`src/rtl/pong_match_ctrl.sv`:
```
// Pong match controller: START/SERVE/PLAY/PAUSE/DONE flow, target score with
// win-by margin, serve rotation, optional auto-serve timeout and mode select.
// All outputs come straight from registers.
module pong_match_ctrl #(
   parameter int SCORE_W       = 4,
   parameter int WIN_SCORE     = 5,
   parameter int WIN_BY        = 2,
   parameter int SERVE_ROTATE  = 0,
   parameter int SERVE_TIMEOUT = 0
) (
   input  logic               clk,
   input  logic               rst,
   input  logic [1:0]         ball_status_i,
   input  logic [3:0]         mode_sel_i,
   input  logic               enter_i,
   input  logic               pause_i,
   output logic [2:0]         state_o,
   output logic [SCORE_W-1:0] score1_o,
   output logic [SCORE_W-1:0] score2_o,
   output logic               serve_o,
   output logic [1:0]         mode_o,
   output logic [1:0]         winner_o,
   output logic               point_o
);

   typedef enum logic [2:0] {
      S_START = 3'd0,
      S_SERVE = 3'd1,
      S_PLAY  = 3'd2,
      S_PAUSE = 3'd3,
      S_DONE  = 3'd4
   } state_t;

   localparam int TMR_W = (SERVE_TIMEOUT > 1) ? $clog2(SERVE_TIMEOUT) : 1;
   localparam int ROT_W = (SERVE_ROTATE > 1) ? $clog2(SERVE_ROTATE) : 1;
   localparam logic [SCORE_W-1:0] MAX_SC   = '1;
   localparam logic [SCORE_W-1:0] WIN_SC   = SCORE_W'(WIN_SCORE);
   localparam logic [SCORE_W:0]   WIN_LEAD = (SCORE_W+1)'(WIN_BY);
   localparam logic [TMR_W-1:0]   TMR_LAST = TMR_W'(SERVE_TIMEOUT - 1);
   localparam logic [ROT_W-1:0]   ROT_LAST = ROT_W'(SERVE_ROTATE - 1);

   state_t             state_q;
   logic [SCORE_W-1:0] score1_q, score2_q;
   logic               serve_q, point_q;
   logic [1:0]         mode_q, winner_q;
   logic [TMR_W-1:0]   tmr_q;
   logic [ROT_W-1:0]   rot_q;

   logic               p1_scored, p2_scored, scored, win_d, serve_d, timeout;
   logic [SCORE_W-1:0] sc, op, sc_d, op_d, score1_d, score2_d;
   logic [SCORE_W:0]   lead;
   logic [ROT_W-1:0]   rot_d;
   logic [1:0]         mode_dec;
   logic               mode_ok;

   // Score update for a rally: scorer +1, or opponent -1 when the scorer is
   // saturated so the lead still grows without wrapping; then the win test.
   always_comb begin
      p1_scored = (ball_status_i == 2'b01);
      p2_scored = (ball_status_i == 2'b10);
      scored    = p1_scored | p2_scored;
      sc        = p1_scored ? score1_q : score2_q;
      op        = p1_scored ? score2_q : score1_q;
      sc_d      = sc;
      op_d      = op;
      if (sc != MAX_SC)  sc_d = sc + 1'b1;
      else if (op != '0) op_d = op - 1'b1;
      lead      = {1'b0, sc_d} - {1'b0, op_d};
      win_d     = (sc_d >= WIN_SC) && (lead >= WIN_LEAD);
      score1_d  = p1_scored ? sc_d : op_d;
      score2_d  = p1_scored ? op_d : sc_d;
   end

   // Next server: rally loser, or toggle each time the point counter wraps.
   always_comb begin
      rot_d   = rot_q;
      serve_d = serve_q;
      if (SERVE_ROTATE == 0) begin
         serve_d = p1_scored;
      end else if (rot_q == ROT_LAST) begin
         rot_d   = '0;
         serve_d = ~serve_q;
      end else begin
         rot_d   = rot_q + 1'b1;
      end
   end

   // Auto-serve fires on the last counted SERVE cycle; one-hot mode decode.
   always_comb begin
      timeout  = (SERVE_TIMEOUT != 0) && (tmr_q == TMR_LAST);
      mode_ok  = 1'b1;
      mode_dec = mode_q;
      case (mode_sel_i)
         4'b1000: mode_dec = 2'b00;
         4'b0100: mode_dec = 2'b01;
         4'b0010: mode_dec = 2'b10;
         4'b0001: mode_dec = 2'b11;
         default: mode_ok  = 1'b0;
      endcase
   end

   // Match FSM with all outputs registered alongside the state.
   always_ff @(posedge clk) begin
      if (rst) begin
         state_q  <= S_START;
         score1_q <= '0;
         score2_q <= '0;
         serve_q  <= 1'b0;
         mode_q   <= 2'b00;
         winner_q <= 2'b00;
         point_q  <= 1'b0;
         tmr_q    <= '0;
         rot_q    <= '0;
      end else begin
         point_q <= 1'b0;
         case (state_q)
            S_START: begin
               state_q  <= S_SERVE;
               score1_q <= '0;
               score2_q <= '0;
               serve_q  <= 1'b0;
               winner_q <= 2'b00;
               tmr_q    <= '0;
               rot_q    <= '0;
            end
            S_SERVE: begin
               if (mode_ok) mode_q <= mode_dec;
               if (enter_i || timeout) begin
                  state_q <= S_PLAY;
                  tmr_q   <= '0;
               end else if (SERVE_TIMEOUT != 0) begin
                  tmr_q   <= tmr_q + 1'b1;
               end
            end
            S_PLAY: begin
               if (scored) begin
                  score1_q <= score1_d;
                  score2_q <= score2_d;
                  point_q  <= 1'b1;
                  rot_q    <= rot_d;
                  if (win_d) begin
                     state_q  <= S_DONE;
                     winner_q <= ball_status_i;
                     serve_q  <= 1'b0;
                  end else begin
                     state_q  <= S_SERVE;
                     serve_q  <= serve_d;
                  end
               end else if (pause_i) begin
                  state_q <= S_PAUSE;
               end
            end
            S_PAUSE: begin
               if (pause_i) state_q <= S_PLAY;
            end
            S_DONE: begin
               serve_q <= 1'b0;
               if (enter_i) state_q <= S_START;
            end
            default: state_q <= S_START;
         endcase
      end
   end

   assign state_o  = state_q;
   assign score1_o = score1_q;
   assign score2_o = score2_q;
   assign serve_o  = serve_q;
   assign mode_o   = mode_q;
   assign winner_o = winner_q;
   assign point_o  = point_q;

endmodule
```
`config.mk`:
```
export PLATFORM = sky130hd
export DESIGN_NAME = pong_match_ctrl
export DESIGN_NICKNAME = d
export VERILOG_FILES = /design/src/rtl/pong_match_ctrl.sv
export SDC_FILE = /design/constraint.sdc
export NUM_CORES = 1
export LEC_CHECK = 0
export BUFFER_PORTS_ARGS = -buffer_cell sky130_fd_sc_hd__buf_2
export CORE_MARGIN = 2
export CORE_UTILIZATION = 55
export DETAILED_ROUTE_END_ITERATION = 6
export HOLD_SLACK_MARGIN = 0.08
export PLACE_DENSITY = 0.77
export REMOVE_ABC_BUFFERS = 1
export SYNTH_ARGS = -nofsm -noshare
export SYNTH_HDL_FRONTEND = slang
export SYNTH_SLANG_ARGS = --single-unit
```
`constraint.sdc`:
```
create_clock -name clk -period 6.3 [get_ports clk]
set_input_delay 1.89 -clock clk [delete_from_list [all_inputs] [get_ports clk]]
set_output_delay 1.89 -clock clk [all_outputs]
set_load 0.005 [all_outputs]
```
* Yosys cells after proc, flatten, opt, wreduce, memory -nomap -nowiden
Cells that the tools add are included.
** Word-level totals
- Register bits :: 17
- Output and inout port bits :: 17
** Cells by class
- Add/subtract/negate cells :: 3
- Bitwise gates (word level) :: 2
- Magnitude comparators :: 2
- Reductions and logical operators :: 14
- Equal/unequal tests :: 17
- Multiplexer cells :: 27
** Operators by type and width (count)
- $mux 4 :: 9
- $mux 3 :: 6
- $pmux 4 s2 :: 2
- $pmux 3 s5 :: 1
- $ne 2x2->1 const B :: 5
- $pmux 2 s4 :: 1
- $reduce_bool 4->1 :: 2
- $eq 3x2->1 const B :: 2
- $reduce_and 3->1 :: 2
- $ge 5x2->1 const B :: 1
- $sub 4x4->5 :: 1
- $add 4x1->4 const B :: 1
- $eq 4x1->1 const B :: 1
- $eq 4x2->1 const B :: 1
- $eq 4x3->1 const B :: 1
- $eq 4x4->1 const B :: 1
- $ge 4x3->1 const B :: 1
- $mux 1 :: 4
- $mux 2 :: 2
- $ne 4x4->1 const B :: 1
- $pmux 2 s2 :: 1
- $reduce_and 2->1 :: 2
- $reduce_and 4->1 :: 1
- $reduce_bool 2->1 :: 2
- other kinds (13) :: 14

* Longest topological paths before layout
- Depth in word-level cells :: 11
- Mapped depth :: 17

* Worst setup path after synthesis
No wires, ideal clock.
- Kind :: input -> register
- Start :: input port ball_status_i[1]
- End :: register winner_q[0] (netlist: winner_o[0])
- Setup slack :: 1239 ps
- Stages on the path :: 15
- Data arrival time :: 4943 ps
- Library setup time :: 118 ps
- Cells stage by stage :: inv_1 > ha_1 > mux2_4 > ha_1 > nand3b_1 > a31oi_1 > xnor2_1 > ha_1 > inv_1 > fa_1 > xor2_1 > nor2_1 > a21boi_0 > or4_4 > mux2i_1
** Between the ends
- Word-level cells in the longest chain between the ends :: 10
- Elaborated cells on any way between the ends :: 19
- Those cells by class :: add/sub (3); order compare (2); eq/ne (5); mux (5); bitwise (1); reduce/logical (3)
** Ends and longest elaborated chain
- from (decl) :: RTL line 13 : input logic [1:0] ball_status_i,
- $eq 2x1->1 :: RTL line 59 : p1_scored = (ball_status_i == 2'b01);
- $mux 4 :: RTL line 63 : op = p1_scored ? score2_q : score1_q;
- $sub 4x1->4 or $reduce_bool 4->1 (tied branches) :: RTL line 67 : else if (op != '0) op_d = op - 1'b1;
- $mux 4 :: RTL line 67
- $mux 4 :: RTL line 66 : if (sc != MAX_SC) sc_d = sc + 1'b1;
- $sub 4x4->5 :: RTL line 68 : lead = {1'b0, sc_d} - {1'b0, op_d};
- $ge 5x2->1 :: RTL line 69 : win_d = (sc_d >= WIN_SC) && (lead >= WIN_LEAD);
- $logic_and 1x1->1 :: RTL line 69
- $ne 2x2->1 (no source line)
- $reduce_and 3->1 (no source line) *
- to (signal assigned) :: RTL line 143 : winner_q <= ball_status_i;
- to (decl) :: RTL line 45 : logic [1:0] mode_q, winner_q;
Mark *: on every way between the ends. The rest lies on a longest branch, timed or not.
A chain may end at the register's enable or synchronous reset.

* Worst setup path after layout
Same ends and word-level chain as after synthesis.

==> flow_metrics.py <==
metrics = {
    "status": {
        "status": "completed",
    },
    "grt": {
        "first_global_vias": 1147,
        "globalRoute.totalOverflow": 0,
        "antenna_found_initial": 0,
        "grtUsageTotal_pct": 23.61,
        "grt_max_degree": 19,
        "grt_first_pass_wirelength_um": 5043,
    },
    "cells_and_area": {
        "area_growth_syn_to_layout_pct": 11.57,
        "antennaDiodeCount": 0,
        "final_layout_size_suffix_gt1_share_pct": 18.27,
        "layout.nets": 217,
        "fin_area_um2": 1544,
    },
    "logic_synthesis": {
        "synth.avg_cell_area_um2": 7.999,
        "netlist_instances": 173,
        "synth_edf_count": 0,
        "yosysSeqAreaShare_pct": 24.59,
        "syn_area_um2": 1384,
        "ys.flop_type": "dfxtp_1",
        "netlist-cell-type-count": 41,
        "yosysWarnings": 0,
        "async_flop_share_pct": 0,
        "synth-seq-cells": 17,
    },
    "placed_design": {
        "dp_hpwl_um": 2495,
        "place_congestion": 0.8992,
        "io_buffer_count": 26,
        "postPlaceCellArea_um2": 1518,
        "pre_cts_ws_ns": 0.7492,
    },
    "detailed_routing": {
        "dr_total_vias": 1390,
        "drt-initial-drc-count": 27,
        "viasPerCell": 6.123,
        "drtPass1Iterations": 4,
        "wl_um": 3259,
        "postRouteAntennaNets": 0,
        "wl_per_cell_um": 14.36,
        "drcViolationCount": 0,
    },
    "sta": {
        "worst_pin_slew_ns": 0.4598,
        "rsz0062_at_grt": "false",
        "period_share_pct": 83.23,
        "whs_ns": 0.4687,
        "final.setup.worst_slack_ns": 1.057,
        "fmax_mhz": 190.7,
        "relSlewSlack_pct": 68.47,
        "drv_slew": 0,
        "tns_ns": 0,
        "clock_skew_ns": 0.01222,
        "hold_violations": 0,
        "period_minus_slack_ns": 5.243,
        "setup_viol": 0,
    },
    "floorplan": {
        "ios": 27,
        "die_area_um2": 2933,
        "core_um2": 2432,
        "die_w_um": 54.16,
        "fp-row-count": 18,
        "initial_utilization_pct": 56.89,
        "die_y_um": 54.16,
    },
    "critical_path": {
        "startpoint_type": "input pin",
        "critical_path.max_stage_delay_ns": 0.53,
        "cp.arrival_ns": 5.45,
        "critical_path.cell_chain": "buf_2, inv_1, ha_1, buf_4, mux2i_1, inv_1, ha_1, nand3b_1, a31oi_1, xnor2_1, ha_1, inv_1, fa_1, xor2_1, nor2_1, a21boi_0, or4_4, mux2i_1",
        "critical_path.n_buffers_inverters": 5,
        "slowest_stage": "or4_4",
        "worst-setup-path-type": "in2reg",
        "r2r_cells": 13,
        "path_delay_family": "adder cells",
        "required_ns": 6.50,
        "critical_path_cell_count": 18,
        "path_max_fanout": 14,
        "crit_path_end_kind": "register",
    },
    "cts": {
        "cts_setup_buffers": 0,
        "clk_path_buf_depth": 2,
        "numCtsBuffers": 3,
        "cts_resized": 0,
        "cts.htree.levels": 1,
        "clk_latency_ns": 0.30,
        "ctsHoldBuffers": 0,
        "cts_root_buf": "clkbuf_4",
        "cts_tree": "yes",
        "clk_pin_slew_ns": 0.11,
        "cts_sinks": 17,
    },
    "pwr": {
        "ir_drop_uv": 86.32,
        "leakagePower_nw": 0.6556,
        "p_int_mw": 0.1534,
        "powerDensity_nw_per_um2": 143.5,
        "p_sw_mw": 0.06815,
        "p_seq_share_pct": 52.5,
        "combPwrFrac_pct": 20.3,
        "clockPowerShare_pct": 27.2,
        "sw_frac_of_total_pct": 30.77,
    },
    "hold_path": {
        "hold_path_class": "reg2reg",
        "hold_depth": 2,
    },
    "run": {
        "drv_cap": 0,
    },
}
==> registers in the layout, indices dropped and copies added (netlist names) <==
signal	cells
serve_o	1
score1_o	4
state_o	3
winner_o	2
point_o	1
mode_o	2
score2_o	4
==> layout make-up <==
class / count / area (um^2)
Tap cell: 30 / 37.54
Inverter: 9 / 33.78
Fill cell: 233 / 888.4
Clock buffer: 4 / 26.28
Sequential cell: 17 / 340.3
Timing Repair Buffer: 27 / 137.6
Multi-Input combinational cell: 140 / 968.4
==> logic make-up (layout without fill, tap and decap cells) <==
logic type	Yosys count	count (layout)	share of synthesized area [%]
AOI/OAI and AO/OA	46	46	21.61
xor gates and xnor gates	5	5	3.165
adders and majority gates	9	9	8.680
buffers and inverters	16	40	5.425
DFF	17	17	24.59
muxes	19	19	14.74
and+or+nand+nor	61	61	21.79
==> worst reg2reg max path, cell delays in order, from the launching register on <==
cell and delay (ns):
dfxtp_1 0.47, mux2_4 0.23, ha_1 0.29, nand3b_1 0.21, a31oi_1 0.38, xnor2_1 0.22
ha_1 0.22, inv_1 0.05, fa_1 0.40, xor2_1 0.17, nor2_1 0.07, a21boi_0 0.15
or4_4 0.53, mux2i_1 0.13
==> Yosys cell counts (all sizes together) (2+ instances only) <==
cell | instances | area (um^2)
xnor2 | 3 | 26.28
o41ai | 2 | 17.52
nor4 | 2 | 12.51
ha | 8 | 100.1
nor3b | 2 | 15.01
inv | 9 | 33.78
nor3 | 4 | 20.02
nor2 | 11 | 41.29
buf | 2 | 22.52
mux2 | 5 | 63.81
nand3 | 2 | 10.01
and2 | 3 | 18.77
a21oi | 8 | 40.04
xor2 | 2 | 17.52
nand2b | 3 | 18.77
dfxtp | 17 | 340.3
o211ai | 2 | 15.01
clkbuf | 5 | 18.77
nor2b | 2 | 12.51
a22o | 2 | 17.52
nand3b | 4 | 30.03
a31oi | 4 | 25.02
o21ai | 14 | 70.07
mux2i | 14 | 140.1
a211oi | 5 | 37.54
or3 | 2 | 12.51
nand2 | 24 | 90.09
==> per-layer routing <==
| layer | up-vias | GRT usage (%) | routed length [um] |
|---|---|---|---|
| met3 | 13 | 2.500 | 185 |
| met5 | - | 0 | 0 |
| met2 | 53 | 39.96 | 1528 |
| met4 | 0 | 9.583 | 78 |
| li1 | 680 | - | - |
| met1 | 644 | 30.22 | 1467 |
==> cells in the final DEF (no fill, tap or decap), types with 3 or more instances in the layout <==
cell type,count
dfxtp_1,17
ha_1,8
clkbuf_4,3
a211oi_1,5
o21ai_0,12
nand2b_1,3
and2_1,3
a21oi_1,8
nand2_1,24
a31oi_1,4
nand3b_1,4
nor2_1,11
inv_1,9
buf_2,26
nor3_1,4
mux2i_1,14
mux2_2,3
xnor2_1,3
==> stage by stage <==
step                std cells  power (mW)  utilization (%)
CTS                       227      0.2209            63.48
detailed placement        223      0.1630            62.40
finish                    227      0.2215            63.48
floorplan                 166      0.1457                -
global route              227      0.2315            63.48
global placement          223      0.1615            62.40
==> power by group through the flow <==
| stage | sequential, mW | clock, mW | combinational [mW] |
|---|---|---|---|
| 6_report | 0.116 | 0.0602 | 0.0450 |
| 2_1_floorplan | 0.118 | 0 | 0.0278 |
| 5_1_grt | 0.117 | 0.0642 | 0.0502 |
| 3_3_place_gp | 0.118 | 0 | 0.0434 |
| 3_5_place_dp | 0.119 | 0 | 0.0443 |
| 4_1_cts | 0.116 | 0.0600 | 0.0447 |
==> worst paths after layout <==
check                        endpoint                startpoint  slack [ns]
max reg2reg  winner_o[0]$_SDFFE_PP0P_  score2_o[1]$_SDFFE_PP0P_        2.69
max          winner_o[0]$_SDFFE_PP0P_          ball_status_i[1]        1.06
min reg2reg  winner_o[0]$_SDFFE_PP0P_  winner_o[0]$_SDFFE_PP0P_        0.47
min          winner_o[0]$_SDFFE_PP0P_  winner_o[0]$_SDFFE_PP0P_        0.47
Power figures use the tool's default switching activity.
